<file path="config.mk">
export PLATFORM = sky130hd
export DESIGN_NAME = amo_core_arbiter
export DESIGN_NICKNAME = d
export VERILOG_FILES = /design/src/rtl/aquila_config_pkg.sv /design/src/rtl/amo_core_arbiter_picker.sv /design/src/rtl/amo_core_arbiter.sv
export SDC_FILE = /design/constraint.sdc
export NUM_CORES = 1
export LEC_CHECK = 0
export BUFFER_PORTS_ARGS = -buffer_cell sky130_fd_sc_hd__buf_2
export CAP_MARGIN = 5
export CORE_AREA = 2 2 170 172
export CTS_BUF_LIST = sky130_fd_sc_hd__clkbuf_8 sky130_fd_sc_hd__clkbuf_16
export DETAILED_ROUTE_END_ITERATION = 7
export DIE_AREA = 0 0 172 174
export PLACE_DENSITY_LB_ADDON = 0.1
export SLEW_MARGIN = 15
export SYNTH_ARGS = -nofsm -noshare
export SYNTH_HDL_FRONTEND = slang
export SYNTH_SLANG_ARGS = --single-unit
</file>
<file path="constraint.sdc">
create_clock -name clk_i -period 3.3 [get_ports clk_i]
set_input_delay 0.33 -clock clk_i [delete_from_list [all_inputs] [get_ports clk_i]]
set_output_delay 0.33 -clock clk_i [all_outputs]
set_load 0.005 [all_outputs]
</file>
<file path="src/rtl/aquila_config_pkg.sv">
// Shared aquila configuration: core count, AMO type encodings and arbiter states.
// The LOCK state exists only when AMO_LR_LOCK_EN is defined.
package aquila_config;

  localparam int CORE_NUMS = 4;

  localparam logic [4:0] AMO_TYPE_LR = 5'b00010;
  localparam logic [4:0] AMO_TYPE_SC = 5'b00011;

`ifdef AMO_LR_LOCK_EN
  typedef enum logic [1:0] {IDLE, ISSUE, WAIT, LOCK} arb_state_e;
`else
  typedef enum logic [1:0] {IDLE, ISSUE, WAIT} arb_state_e;
`endif

  // Only the low two type bits tell LR apart from the other AMO encodings.
  function automatic logic is_lr(input logic is_amo, input logic [4:0] amo_type);
    return is_amo && (amo_type[1:0] == AMO_TYPE_LR[1:0]);
  endfunction

endpackage

</file>
<file path="src/rtl/amo_core_arbiter_picker.sv">
// Combinational round-robin picker: first requester at or after ptr_i, wrapping modulo N.
module rr_priority_picker #(
  parameter int N    = 4,
  parameter int IDXW = 2
) (
  input  logic [N-1:0]    req_i,
  input  logic [IDXW-1:0] ptr_i,
  output logic [N-1:0]    grant_o,
  output logic [IDXW-1:0] idx_o
);

  logic [IDXW-1:0] k;
  logic            found;

  // NOTE: every output and temporary gets a default first so no latch is inferred.
  always_comb begin
    grant_o = '0;
    idx_o   = '0;
    found   = 1'b0;
    k       = '0;
    for (int i = 0; i < N; i++) begin
      k = IDXW'((int'(ptr_i) + i) % N);
      if (!found && req_i[k]) begin
        found      = 1'b1;
        grant_o[k] = 1'b1;
        idx_o      = k;
      end
    end
  end

endmodule

</file>
<file path="src/rtl/amo_core_arbiter.sv">
// Round-robin arbiter funnelling per-core AMO requests into a single atomic unit.
// Define AMO_LR_LOCK_EN to hold the grant on a core after its LR until SC or timeout.
module amo_core_arbiter
  import aquila_config::*;
#(
  parameter int CORE_NUMS      = aquila_config::CORE_NUMS,
  parameter int CORE_NUMS_BITS = 2,
  parameter int XLEN           = 32,
  parameter int LOCK_CYCLES    = 64
) (
  input  logic                      clk_i,
  input  logic                      rst_i,
  input  logic [CORE_NUMS-1:0]      core_strobe_i,
  input  logic [CORE_NUMS*XLEN-1:0] core_addr_i,
  input  logic [CORE_NUMS-1:0]      core_rw_i,
  input  logic [CORE_NUMS*XLEN-1:0] core_data_i,
  input  logic [CORE_NUMS-1:0]      core_is_amo_i,
  input  logic [CORE_NUMS*5-1:0]    core_amo_type_i,
  output logic [CORE_NUMS-1:0]      core_done_o,
  output logic [XLEN-1:0]           core_data_o,
  output logic [CORE_NUMS_BITS-1:0] au_core_id_o,
  output logic                      au_strobe_o,
  output logic [XLEN-1:0]           au_addr_o,
  output logic                      au_rw_o,
  output logic [XLEN-1:0]           au_data_o,
  output logic                      au_is_amo_o,
  output logic [4:0]                au_amo_type_o,
  input  logic                      au_done_i,
  input  logic [XLEN-1:0]           au_data_i
);

  if (LOCK_CYCLES < 1 || CORE_NUMS_BITS < $clog2(CORE_NUMS)) begin : g_param_check
    $error("amo_core_arbiter: LOCK_CYCLES must be >= 1 and CORE_NUMS_BITS wide enough");
  end

  arb_state_e                state_q, state_d;
  logic [CORE_NUMS-1:0]      pending_q, pending_d;
  logic [CORE_NUMS_BITS-1:0] rr_ptr_q, rr_ptr_d;
  logic                      au_strobe_q, au_strobe_d;
  logic [CORE_NUMS_BITS-1:0] au_core_id_q, au_core_id_d;
  logic [XLEN-1:0]           au_addr_q, au_addr_d;
  logic                      au_rw_q, au_rw_d;
  logic [XLEN-1:0]           au_data_q, au_data_d;
  logic                      au_is_amo_q, au_is_amo_d;
  logic [4:0]                au_amo_type_q, au_amo_type_d;

  logic [CORE_NUMS-1:0]      eligible, pick_req, pick_grant, done_vec;
  logic [CORE_NUMS_BITS-1:0] pick_idx;
  logic                      pick_valid, busy;

`ifdef AMO_LR_LOCK_EN
  localparam int LockCntW = $clog2(LOCK_CYCLES + 1);
  logic [LockCntW-1:0] lock_cnt_q, lock_cnt_d;
`endif

  rr_priority_picker #(
    .N    (CORE_NUMS),
    .IDXW (CORE_NUMS_BITS)
  ) u_picker (
    .req_i   (pick_req),
    .ptr_i   (rr_ptr_q),
    .grant_o (pick_grant),
    .idx_o   (pick_idx)
  );

  assign pick_valid = |pick_grant;

  always_comb begin
    eligible = pending_q | core_strobe_i;
    busy     = (state_q == ISSUE) || (state_q == WAIT);
    done_vec = '0;
    if (busy && au_done_i) done_vec[au_core_id_q] = 1'b1;
`ifdef AMO_LR_LOCK_EN
    // While locked the held au_core_id_q still names the LR owner.
    pick_req = (state_q == LOCK) ? (eligible & (CORE_NUMS'(1) << au_core_id_q)) : eligible;
`else
    pick_req = eligible;
`endif
  end

  always_comb begin
    state_d       = state_q;
    pending_d     = eligible & ~done_vec;
    rr_ptr_d      = rr_ptr_q;
    au_strobe_d   = 1'b0;
    au_core_id_d  = au_core_id_q;
    au_addr_d     = au_addr_q;
    au_rw_d       = au_rw_q;
    au_data_d     = au_data_q;
    au_is_amo_d   = au_is_amo_q;
    au_amo_type_d = au_amo_type_q;
`ifdef AMO_LR_LOCK_EN
    lock_cnt_d    = lock_cnt_q;
`endif

    if ((state_q == IDLE
`ifdef AMO_LR_LOCK_EN
         || state_q == LOCK
`endif
        ) && pick_valid) begin
      state_d       = ISSUE;
      au_strobe_d   = 1'b1;
      au_core_id_d  = pick_idx;
      au_addr_d     = core_addr_i[int'(pick_idx)*XLEN +: XLEN];
      au_rw_d       = core_rw_i[pick_idx];
      au_data_d     = core_data_i[int'(pick_idx)*XLEN +: XLEN];
      au_is_amo_d   = core_is_amo_i[pick_idx];
      au_amo_type_d = core_amo_type_i[int'(pick_idx)*5 +: 5];
    end else if (busy && au_done_i) begin
      rr_ptr_d = CORE_NUMS_BITS'((int'(au_core_id_q) + 1) % CORE_NUMS);
      state_d  = IDLE;
`ifdef AMO_LR_LOCK_EN
      lock_cnt_d = '0;
      if (is_lr(au_is_amo_q, au_amo_type_q)) state_d = LOCK;
`endif
    end else if (state_q == ISSUE) begin
      state_d = WAIT;
`ifdef AMO_LR_LOCK_EN
    end else if (state_q == LOCK) begin
      // Owner not requesting this cycle: age the lock, release after LOCK_CYCLES.
      if (lock_cnt_q == LockCntW'(LOCK_CYCLES - 1)) begin
        state_d    = IDLE;
        lock_cnt_d = '0;
      end else begin
        lock_cnt_d = lock_cnt_q + 1'b1;
      end
`endif
    end
  end

  // NOTE: sequential state uses non-blocking assignments only.
  always_ff @(posedge clk_i or posedge rst_i) begin
    if (rst_i) begin
      state_q       <= IDLE;
      pending_q     <= '0;
      rr_ptr_q      <= '0;
      au_strobe_q   <= 1'b0;
      au_core_id_q  <= '0;
      au_addr_q     <= '0;
      au_rw_q       <= 1'b0;
      au_data_q     <= '0;
      au_is_amo_q   <= 1'b0;
      au_amo_type_q <= '0;
`ifdef AMO_LR_LOCK_EN
      lock_cnt_q    <= '0;
`endif
    end else begin
      state_q       <= state_d;
      pending_q     <= pending_d;
      rr_ptr_q      <= rr_ptr_d;
      au_strobe_q   <= au_strobe_d;
      au_core_id_q  <= au_core_id_d;
      au_addr_q     <= au_addr_d;
      au_rw_q       <= au_rw_d;
      au_data_q     <= au_data_d;
      au_is_amo_q   <= au_is_amo_d;
      au_amo_type_q <= au_amo_type_d;
`ifdef AMO_LR_LOCK_EN
      lock_cnt_q    <= lock_cnt_d;
`endif
    end
  end

  assign core_done_o   = done_vec;
  assign core_data_o   = au_data_i;
  assign au_strobe_o   = au_strobe_q;
  assign au_core_id_o  = au_core_id_q;
  assign au_addr_o     = au_addr_q;
  assign au_rw_o       = au_rw_q;
  assign au_data_o     = au_data_q;
  assign au_is_amo_o   = au_is_amo_q;
  assign au_amo_type_o = au_amo_type_q;

endmodule
</file>
==> summary.md, run 1 <==
| Metric | Value |
|---|---|
| Status | complete, no violations |
| CP Class | flop to flop |
| Post-DR vias/cell | roughly 4.2 |
| CP max stage delay | roughly 0.56 ns |
| Delay-heaviest family, CP | multiplexers |
| Share of Yosys cell area claimed by the top area cell type | 37.5% |
| Crit path top cell by count | mux4_2 |
| Tcrit/Tclk final | 90.3% |
| Lkg Pwr | 3.70 nW |
| Via count | about 4500 |
| DRT Pass-1 Iters | 4 |
| Max-slew violations | 0 |
| Root Buffer | clkbuf_16 |
| Starting Density | around a fifth |
| CP Launch Type | flop |
| Skew final | 0.00519 ns |
| Minimum clock period | 2.98 ns |
| Drt wl/cell | 18.0 um |
| Non-Filler Instances | roughly 1100 |
| Unique masters post-synth | 31 |
| Die Height | 174 um |
| Setup Buffers After CTS | 0 |
| Drt total wl | 19500 um |
| Horiz. Die Dim | 172 um |
| Post-synth top area cell | dfrtp_1 |
| Area grow syn2layout | 43.6% |
| PortBufs | 368 |
| Worst setup EP type | flop |
| Die area | between 20000 and 30000 um2 |
| Avg Cell Area, Syn | 15.5 um2 |
| Post-CTS sizing | 0 |
| Worst hold path type | input port to async pin |
| Worst Path Buf+Inv | 1 |
| Cts hold-fix bufs | 0 |
| Unrepaired setup endpoints after global routing | false |
| Max_slew headroom | 49.3% |
| GR Overflow Total | 0 |
| Layout cells sized above 1 | 78.6% |
| Setup tns final | 0 ns |
| Latest clock arrival within the worst-skew pair | 0.34 ns |
| Mapped Cells | about 350 |
| Syn Nets | 691 |
| Placed cell count | ~1100 |
| CTS Buffer Depth | 2 |
| Largest net degree at the start of global routing | 45 |
| Maximum fanout along the worst path | 21 |
| Synthesis-stage register bit count | between 80 and 90 |
| Htree depth | 3 |
| Drc violations | 0 |
| ANT nets after route | 0 |
| Final HPWL DP | 15900 um |
| Final setup fails | 0 |
| Synth top area cells | dfrtp_1 37%, mux4_2 29%, mux2_2 15% |
| Final core occ | 27.9% |
| Final Hold Viols | 0 |
| PwrDens | 1010 nW/um2 |
| Slowest cell on crit path | mux4_2 |
| Initial drt markers | 145 |
| Max Fclk | roughly 0.34 GHz |
| Crit-path cells | or2_1, mux4_2, a2111o_1, o31ai_4, buf_12, mux4_2, mux2_2 |
| First-pass GRT wire length | 29200 um |
| Worst Tran Pin Value | 0.760 ns |
| Final RePlAce weighted congestion | between 0.8 and 0.9 |
| Sink Count | 82 |
| TritonCTS clock tree | built |
| Ports | about 430 |
| Mapped Area | 5480 um2 |
| Clk slew on worst S/H paths | 0.07 ns |
| Worst VDD drop | ~310 uV |
| Nets | about 1000 |
| Share of the yosys chip area belonging to registers | 37.5% |
| Max_cap viols | 0 |
| Fillers | 2964 |
| Data required, critical path | 3.53 ns |
| Synth warnings | 0 |
| # rows | 62 |
| Worst Path Arrival | 3.21 ns |
| Number of global-route vias before repair | 5170 |
| Initial antenna violation count | 4 |
| Total track usage | 13.0% |
| Num CTS Buffers | 9 |
| Core area | roughly 28000 um2 |
-- metrics by stage --
| step | hold slack [ns] | power [mW] | cell area [um2] | worst slack [ns] |
|---|---|---|---|---|
| global placement | 0.479 | 6.94 | 7540 | 0.260 |
| global route | 0.126 | 8.63 | 7870 | 0.188 |
| floorplan | 0.494 | 5.58 | 5480 | 0.385 |
| CTS | 0.106 | 8.21 | 7860 | 0.286 |
| detailed placement | 0.488 | 7.03 | 7540 | 0.217 |
| finish | 0.0772 | 7.96 | 7870 | 0.321 |
-- kinds of logic (layout without fill, tap and decap cells) --
kind of cell | Yosys count | in the layout | synth area share (%)
AO/OA/AOI/OAI | 15 | 15 | 1.85
adder cells (fa/ha/maj) | 14 | 14 | 3.20
buffers and inverters | 65 | 406 | 9.14
flip-flops | 82 | 82 | 37.5
multiplexers | 148 | 148 | 45.5
other | 0 | 1 | 0
AND/OR/NAND/NOR | 30 | 30 | 2.83
-- path summary, 6_finish.rpt --
path	start	end	slack (ns)	cells after the start
setup / recovery	pending_q[1]$_DFF_PP0_	au_addr_o[27]$_DFFE_PP0P_	0.32	7
hold / removal	rst_i	au_addr_o[23]$_DFFE_PP0P_	0.08	2
setup reg to reg	pending_q[1]$_DFF_PP0_	au_addr_o[27]$_DFFE_PP0P_	0.32	7
hold reg to reg	au_data_o[31]$_DFFE_PP0P_	au_data_o[31]$_DFFE_PP0P_	0.50	1
max in group asynchronous	rst_i	au_addr_o[11]$_DFFE_PP0P_	2.48	3
min in group clk_i	core_strobe_i[2]	pending_q[2]$_DFF_PP0_	0.30	3
-- registers in the layout, indices dropped and copies added, names as in the netlist --
name and flops:
au_data_o 32, au_core_id_o 2, au_is_amo_o 1, au_strobe_o 1, au_rw_o 1, au_addr_o 32
rr_ptr_q 2, pending_q 4, au_amo_type_o 5, state_q 2
-- cell usage in the layout, fill, tap and decap left out, types with 2 or more instances in the layout --
master,n
clkinv_2,3
or4_1,2
mux2i_1,2
mux2_2,73
or2_1,3
mux4_2,71
dfrtp_1,82
inv_1,8
nand2_1,2
buf_4,6
o21ai_0,4
ha_1,14
bufinv_16,2
nand2_4,2
buf_2,368
nor2_1,10
clkbuf_16,9
mux4_1,2
nor4_1,2
a21oi_1,5
buf_12,7
and3_1,4
-- synthesized netlist by cell type, drive strengths merged --
cell type  number
o221ai          1
a211oi          1
a21oi           5
or3             1
mux2           73
clkbuf         13
nand2           4
ha             14
o31ai           1
nand3b          1
mux2i           2
dfrtp          82
or2             4
and3            4
o2bb2ai         1
o211ai          1
nor4            2
or4             2
a2111o          1
mux4           73
inv             9
nand3           1
buf            43
nor2           11
o21ai           4
-- cell type report --
class	instances	area (um2)	share of cell area [%]
clock buffer	10	239	3.04
sequential	82	2050	26.1
antenna	1	2.50	0.0318
multi-input combinational	207	2950	37.5
timing repair buffer	381	2030	25.8
tap	384	480	6.11
clock inverter	6	81.3	1.03
inverter	9	35.0	0.445
-- per-layer routing --
metal	vias up	routed length, um	GRT usage [%]
met5	-	44	0
met2	220	10200	23.1
li1	2020	-	-
met3	33	1420	3.73
met1	2257	7390	14.7
met4	6	461	4.69
-- power breakdown --
| part | leakage (nW) | internal [mW] | switching [mW] |
|---|---|---|---|
| registers | 0.955 | 1.56 | 0.267 |
| logic | 2.58 | 2.86 | 2.14 |
| clock network | 0.160 | 0.679 | 0.445 |
| total | 3.70 | 5.11 | 2.85 |
Power figures use the tool's default switching activity.
==> run 2, diff against run 1 <==
--- a/config.mk
+++ b/config.mk
@@ -9,9 +9,9 @@
 export CAP_MARGIN = 5
 export CORE_AREA = 2 2 170 172
 export CTS_BUF_LIST = sky130_fd_sc_hd__clkbuf_8 sky130_fd_sc_hd__clkbuf_16
+export CTS_CLUSTER_SIZE = 16
 export DETAILED_ROUTE_END_ITERATION = 7
 export DIE_AREA = 0 0 172 174
-export PLACE_DENSITY_LB_ADDON = 0.1
 export SLEW_MARGIN = 15
 export SYNTH_ARGS = -nofsm -noshare
 export SYNTH_HDL_FRONTEND = slang
==> run 2 against run 1 <==
Wire length fell by 7.8%. Maximum frequency fell by 4.6%. Via count rose by 1.2%. Combinational power fell by 1%. Total power fell by 3.0%. Cell count rose by 0.28%. Sequential power barely moved. Highest routed layer unchanged.
==> summary.md, run 2 (synthesis gave the netlist of run 1 again) <==
| Metric | Value |
|---|---|
| PortBufs | between 300 and 400 |
| Post-place setup slack | 0.0889 ns |
| Area grow syn2layout | 42.6% |
| CTS Buffer Depth | 2 |
| CP Launch Type | flop |
| Worst setup EP type | flop |
| CP Class | flop to flop |
| Worst VDD drop | ~420 uV |
| Crit path top cell by count | mux4_2 |
| Lkg Pwr | 3.68 nW |
| Unrepaired setup endpoints after global routing | false |
| Maximum fanout along the worst path | 24 |
| Final Hold Viols | 0 |
| Max Fclk | 0.320 GHz |
| Net Switching | 2.80 mW |
| Internal power | 4.92 mW |
| Switching part of the total | 36.3% |
| Worst Path Arrival | between 3 and 4 ns |
| Slowest cell on crit path | mux4_2 |
| Max_cap viols | 0 |
| Max_slew headroom | between 40 and 50% |
| TritonCTS clock tree | built |
| Minimum clock period | 3.12 ns |
| Skew final | 0.0138 ns |
| Final core occ | 27.7% |
| Setup tns final | 0 ns |
| Delay-heaviest family, CP | multiplexers |
| DRT Pass-1 Iters | 4 |
| Die area | between 20000 and 30000 um2 |
| Sink Count | slightly above 80 |
| Nets | 1033 |
| Latest clock arrival within the worst-skew pair | 0.34 ns |
| Initial drt markers | 106 |
| Most frequent cells in the layout | 368 x buf_2, 82 x dfrtp_1, 73 x mux2_2 |
| Total track usage | 11.6% |
| Commonest non-fill, non-tap cell in the layout | buf_2 |
| CP max stage delay | 0.54 ns |
| Sequential share of power | 23.8% |
| ANT nets after route | 0 |
| Worst Path Buf+Inv | 1 |
| Starting Density | 19.4% |
| Post-DR vias/cell | 4.24 |
| Clock share of power | approximately 12% |
| Final HPWL DP | 14400 um |
| Setup Buffers After CTS | 0 |
| Layout cells sized above 1 | around four fifths |
| Final RePlAce weighted congestion | 0.803 |
| GR Overflow Total | 0 |
| Post-CTS sizing | 0 |
| Num CTS Buffers | 9 |
| Htree depth | 3 |
| Initial antenna violation count | 3 |
| First-pass GRT wire length | roughly 26000 um |
| Drc violations | 0 |
| Cts hold-fix bufs | 0 |
| Worst Tran Pin Value | 0.854 ns |
| Ports | about 430 |
| Tcrit/Tclk final | 94.6% |
| Hold Slack | 0.124 ns |
| Worst hold path type | input port to async pin |
| Status | complete, no violations |
| # rows | 62 |
| Data required, critical path | 3.53 ns |
| Cell area after layout | 7810 um2 |
| Horiz. Die Dim | 172 um |
| Final worst slack | 0.178 ns |
| Core area | around 28000 um2 |
| Largest net degree at the start of global routing | 81 |
| Post-DP Area | around 7600 um2 |
| Die Height | roughly 170 um |
| Max-slew violations | 0 |
| Root Buffer | clkbuf_16 |
| Antenna diodes | 0 |
| Combinational power share | between 60% and 70% |
| Drt wl/cell | 16.6 um |
| Crit-path cells | or2_1, mux4_2, a2111o_1, o31ai_4, buf_12, mux4_2, mux2_2 |
| Final setup fails | 0 |
| Drt total wl | around 18000 um |
| PwrDens | 988 nW/um2 |
| Number of global-route vias before repair | 4736 |
| Via count | roughly 4600 |
| Clk slew on worst S/H paths | 0.07 ns |
run 2: changes by cell type in the layout (fill, tap and decap cells not counted), moves of 2 or more:
| cell | previous run | this run |
|---|---|---|
| buf_4 | 6 | 15 |
| buf_12 | 7 | 4 |
| bufinv_16 | 2 | 0 |
| inv_6 | 0 | 2 |
run 2: final timing paths:
check	slack [ns]	end	cells after the start	from
worst min register to register	0.50	au_data_o[17]$_DFFE_PP0P_	1	au_data_o[17]$_DFFE_PP0P_
min in group clk_i	0.34	pending_q[0]$_DFF_PP0_	3	au_done_i
max in group asynchronous	2.64	au_data_o[23]$_DFFE_PP0P_	3	rst_i
worst min-delay path	0.12	au_addr_o[19]$_DFFE_PP0P_	2	rst_i
worst max register to register	0.18	au_data_o[27]$_DFFE_PP0P_	7	pending_q[1]$_DFF_PP0_
worst max-delay path	0.18	au_data_o[27]$_DFFE_PP0P_	7	pending_q[1]$_DFF_PP0_
run 2: final cells by class:
class                           count  area [um2]
Inverter                            9        38.8
Multi-Input combinational cell    207        2950
Sequential cell                    82        2050
Fill cell                        3026       20400
Clock inverter                      5        31.3
Clock buffer                        9         225
Timing Repair Buffer              387        2030
Tap cell                          384         480
run 2: stage by stage:
| step | instances | total power [mW] |
|---|---|---|
| 5_1_grt | 1083 | 8.34 |
| 3_3_place_gp | 1069 | 6.78 |
| 2_1_floorplan | 354 | 5.58 |
| 6_report | 1083 | 7.72 |
| 3_5_place_dp | 1069 | 6.92 |
| 4_1_cts | 1083 | 7.91 |
run 2: power by group through the flow:
stage,combinational [mW],clock [mW],sequential [mW]
final,4.93,0.945,1.84
after global routing,5.39,1.04,1.91
after CTS,5.06,1.00,1.84
after detailed placement,5.06,0,1.86
after global placement,4.94,0,1.84
after floorplan,3.70,0,1.87
run 2: routing by layer:
metal  up-vias  part of all wire [%]  GRT usage (%)
met5         -                  0.19              0
met4         6                   2.2           4.03
met3        33                   8.4           3.23
met2       248                    52           21.1
met1      2273                    37           12.8
li1       2032                     -              -
run 2: worst reg2reg max path, cell delays in order, from the launching register on:
cell,delay [ns]
dfrtp_1,0.40
or2_1,0.25
mux4_2,0.52
a2111o_1,0.45
o31ai_4,0.22
buf_12,0.30
mux4_2,0.59
mux2_2,0.28
==> run 3, diff against run 2 <==
--- a/config.mk
+++ b/config.mk
@@ -12,6 +12,7 @@
 export CTS_CLUSTER_SIZE = 16
 export DETAILED_ROUTE_END_ITERATION = 7
 export DIE_AREA = 0 0 172 174
+export GPL_TIMING_DRIVEN = 0
 export SLEW_MARGIN = 15
 export SYNTH_ARGS = -nofsm -noshare
 export SYNTH_HDL_FRONTEND = slang
==> run 3 against run 2 <==
Die area stayed put. Critical path depth is 3 higher. Flip-flop and latch count stayed put. Register-to-register slack worse by 0.06 ns. Total power is 5.7% higher. Sequential power hardly changed. Utilization is 1.8 points higher.
==> summary.md, run 3 (synthesis gave the netlist of run 1 again) <==
| Metric | Value |
|---|---|
| Worst VDD drop | 400 uV |
| Number of global-route vias before repair | between 4000 and 5000 |
| Initial drt markers | 161 |
| GR Overflow Total | 0 |
| Die Height | 174 um |
| Final HPWL DP | 16200 um |
| Cts hold-fix bufs | 0 |
| Max Fclk | 0.314 GHz |
| Lkg Pwr | around 4 nW |
| Drt wl/cell | roughly 17 um |
| Worst Path Arrival | 3.40 ns |
| Post-DP Area | 7990 um2 |
| Worst Tran Pin Value | 0.769 ns |
| Commonest non-fill, non-tap cell in the layout | buf_2 |
| Worst hold path type | input port to async pin |
| Status | complete, no violations |
| Final Hold Viols | 0 |
| Ports | between 400 and 500 |
| Max_slew headroom | 48.3% |
| Total track usage | 12.4% |
| Final core occ | 29.5% |
| Die area | 29900 um2 |
| Post-DR vias/cell | 4.21 |
| Grt peak-use layer | met2 |
| Latest clock arrival within the worst-skew pair | around 0.35 ns |
| Via count | around 5000 |
| Final RePlAce weighted congestion | roughly 0.77 |
| Htree depth | 3 |
| Clk slew on worst S/H paths | about 0.07 ns |
| PwrDens | 979 nW/um2 |
| CP Launch Type | flop |
| Antenna diodes | 0 |
| Max-slew violations | 0 |
| Largest net degree at the start of global routing | 43 |
| Setup tns final | 0 ns |
| Tcrit/Tclk final | 96.5% |
| Data required, critical path | 3.52 ns |
| Most frequent cells in the layout | 401 x buf_2, 81 x dfrtp_1, 73 x mux2_2 |
| Final setup fails | 0 |
| Drc violations | 0 |
| Max_cap viols | 0 |
| Starting Density | 19.4% |
| PortBufs | 400 |
| Minimum clock period | around 3.2 ns |
| Cell area after layout | 8330 um2 |
| Layout cells sized above 1 | between 80% and 90% |
| Skew final | 0.0113 ns |
| Met2 Use GR | 22.7% |
| Area grow syn2layout | 52.1% |
| Maximum fanout along the worst path | 10 |
| First-pass GRT wire length | between 20000 and 30000 um |
| CTS Buffer Depth | 2 |
| # rows | 62 |
| Worst setup EP type | flop |
| ANT nets after route | 0 |
| Hold Slack | 0.0431 ns |
| DRT Pass-1 Iters | 6 |
| Initial antenna violation count | 2 |
| Horiz. Die Dim | about 170 um |
| TritonCTS clock tree | built |
| Root Buffer | clkbuf_16 |
| CP Class | flop to flop |
| Drt total wl | 19700 um |
| Nets | 1109 |
| Grt met1 use | ~14% |
| Num CTS Buffers | 9 |
| Sink Count | 82 |
| Met3 Use GR | between 3 and 4% |
| Core area | roughly 28000 um2 |
## run 3: cell types whose count changed in the layout (fill, tap and decap cells not counted), moves of 2 or more
cell      delta
buf_2       +33
buf_4       +22
clkbuf_2     +9
buf_12       +4
clkbuf_1     +4
inv_4        +2
nand2_4      -2
## run 3: power breakdown
part / internal (mW) / switching, mW
combinational: 3.09 / 2.29
clock: 0.501 / 0.433
sequential: 1.57 / 0.276
total: 5.16 / 3.00
## run 3: final cells by class
type	instances	area, um2
Inverter	9	38.8
Clock buffer	9	225
Tap cell	384	480
Fill cell	2991	19900
Buffer	56	485
Timing Repair Buffer	407	2090
Multi-Input combinational cell	207	2930
Clock inverter	5	31.3
Sequential cell	82	2050
## run 3: metrics by stage
stage	power, mW	std cells	worst slack [ns]
finish	8.15	1159	0.115
global route	8.83	1159	-0.000741
CTS	8.23	1153	0.00667
floorplan	5.58	354	0.385
detailed placement	7.23	1139	-0.326
global placement	7.16	1138	-0.370
## run 3: worst paths after layout
path / slack, ns / cells past startpoint / start / endpoint
setup / recovery: 0.11 / 10 / rr_ptr_q[0]$_DFFE_PP0P_ / au_data_o[26]$_DFFE_PP0P_
hold / removal: 0.04 / 2 / rst_i / au_addr_o[20]$_DFFE_PP0P_
setup reg to reg: 0.11 / 10 / rr_ptr_q[0]$_DFFE_PP0P_ / au_data_o[26]$_DFFE_PP0P_
hold reg to reg: 0.50 / 1 / au_amo_type_o[4]$_DFFE_PP0P_ / au_amo_type_o[4]$_DFFE_PP0P_
max in group asynchronous: 2.62 / 3 / rst_i / rr_ptr_q[1]$_DFFE_PP0P_
min in group clk_i: 0.29 / 3 / core_strobe_i[2] / pending_q[2]$_DFF_PP0_
## run 3: what timing repair did
| item | CTS | global route |
|---|---|---|
| hold endpoints to repair | 0 | 0 |
| buffers inserted | 0 | 6 |
| setup endpoints to repair | 64 | 50 |
| resized for setup | 8 | 9 |
## run 3: metal layers
layer / vias to the layer above / wire, um / part of all wire, %
met5: - / 20 / 0.10
met4: 4 / 242 / 1.2
met3: 20 / 1650 / 8.3
met2: 257 / 10200 / 52
met1: 2407 / 7600 / 39
li1: 2186 / - / -
## run 3: critical path: stages (launching register included)
cell	delay, ns
dfrtp_1	0.39
buf_4	0.18
inv_4	0.10
mux4_2	0.54
a2111o_1	0.43
o31ai_2	0.09
clkbuf_16	0.20
buf_12	0.13
buf_12	0.17
mux4_2	0.55
mux2_2	0.28
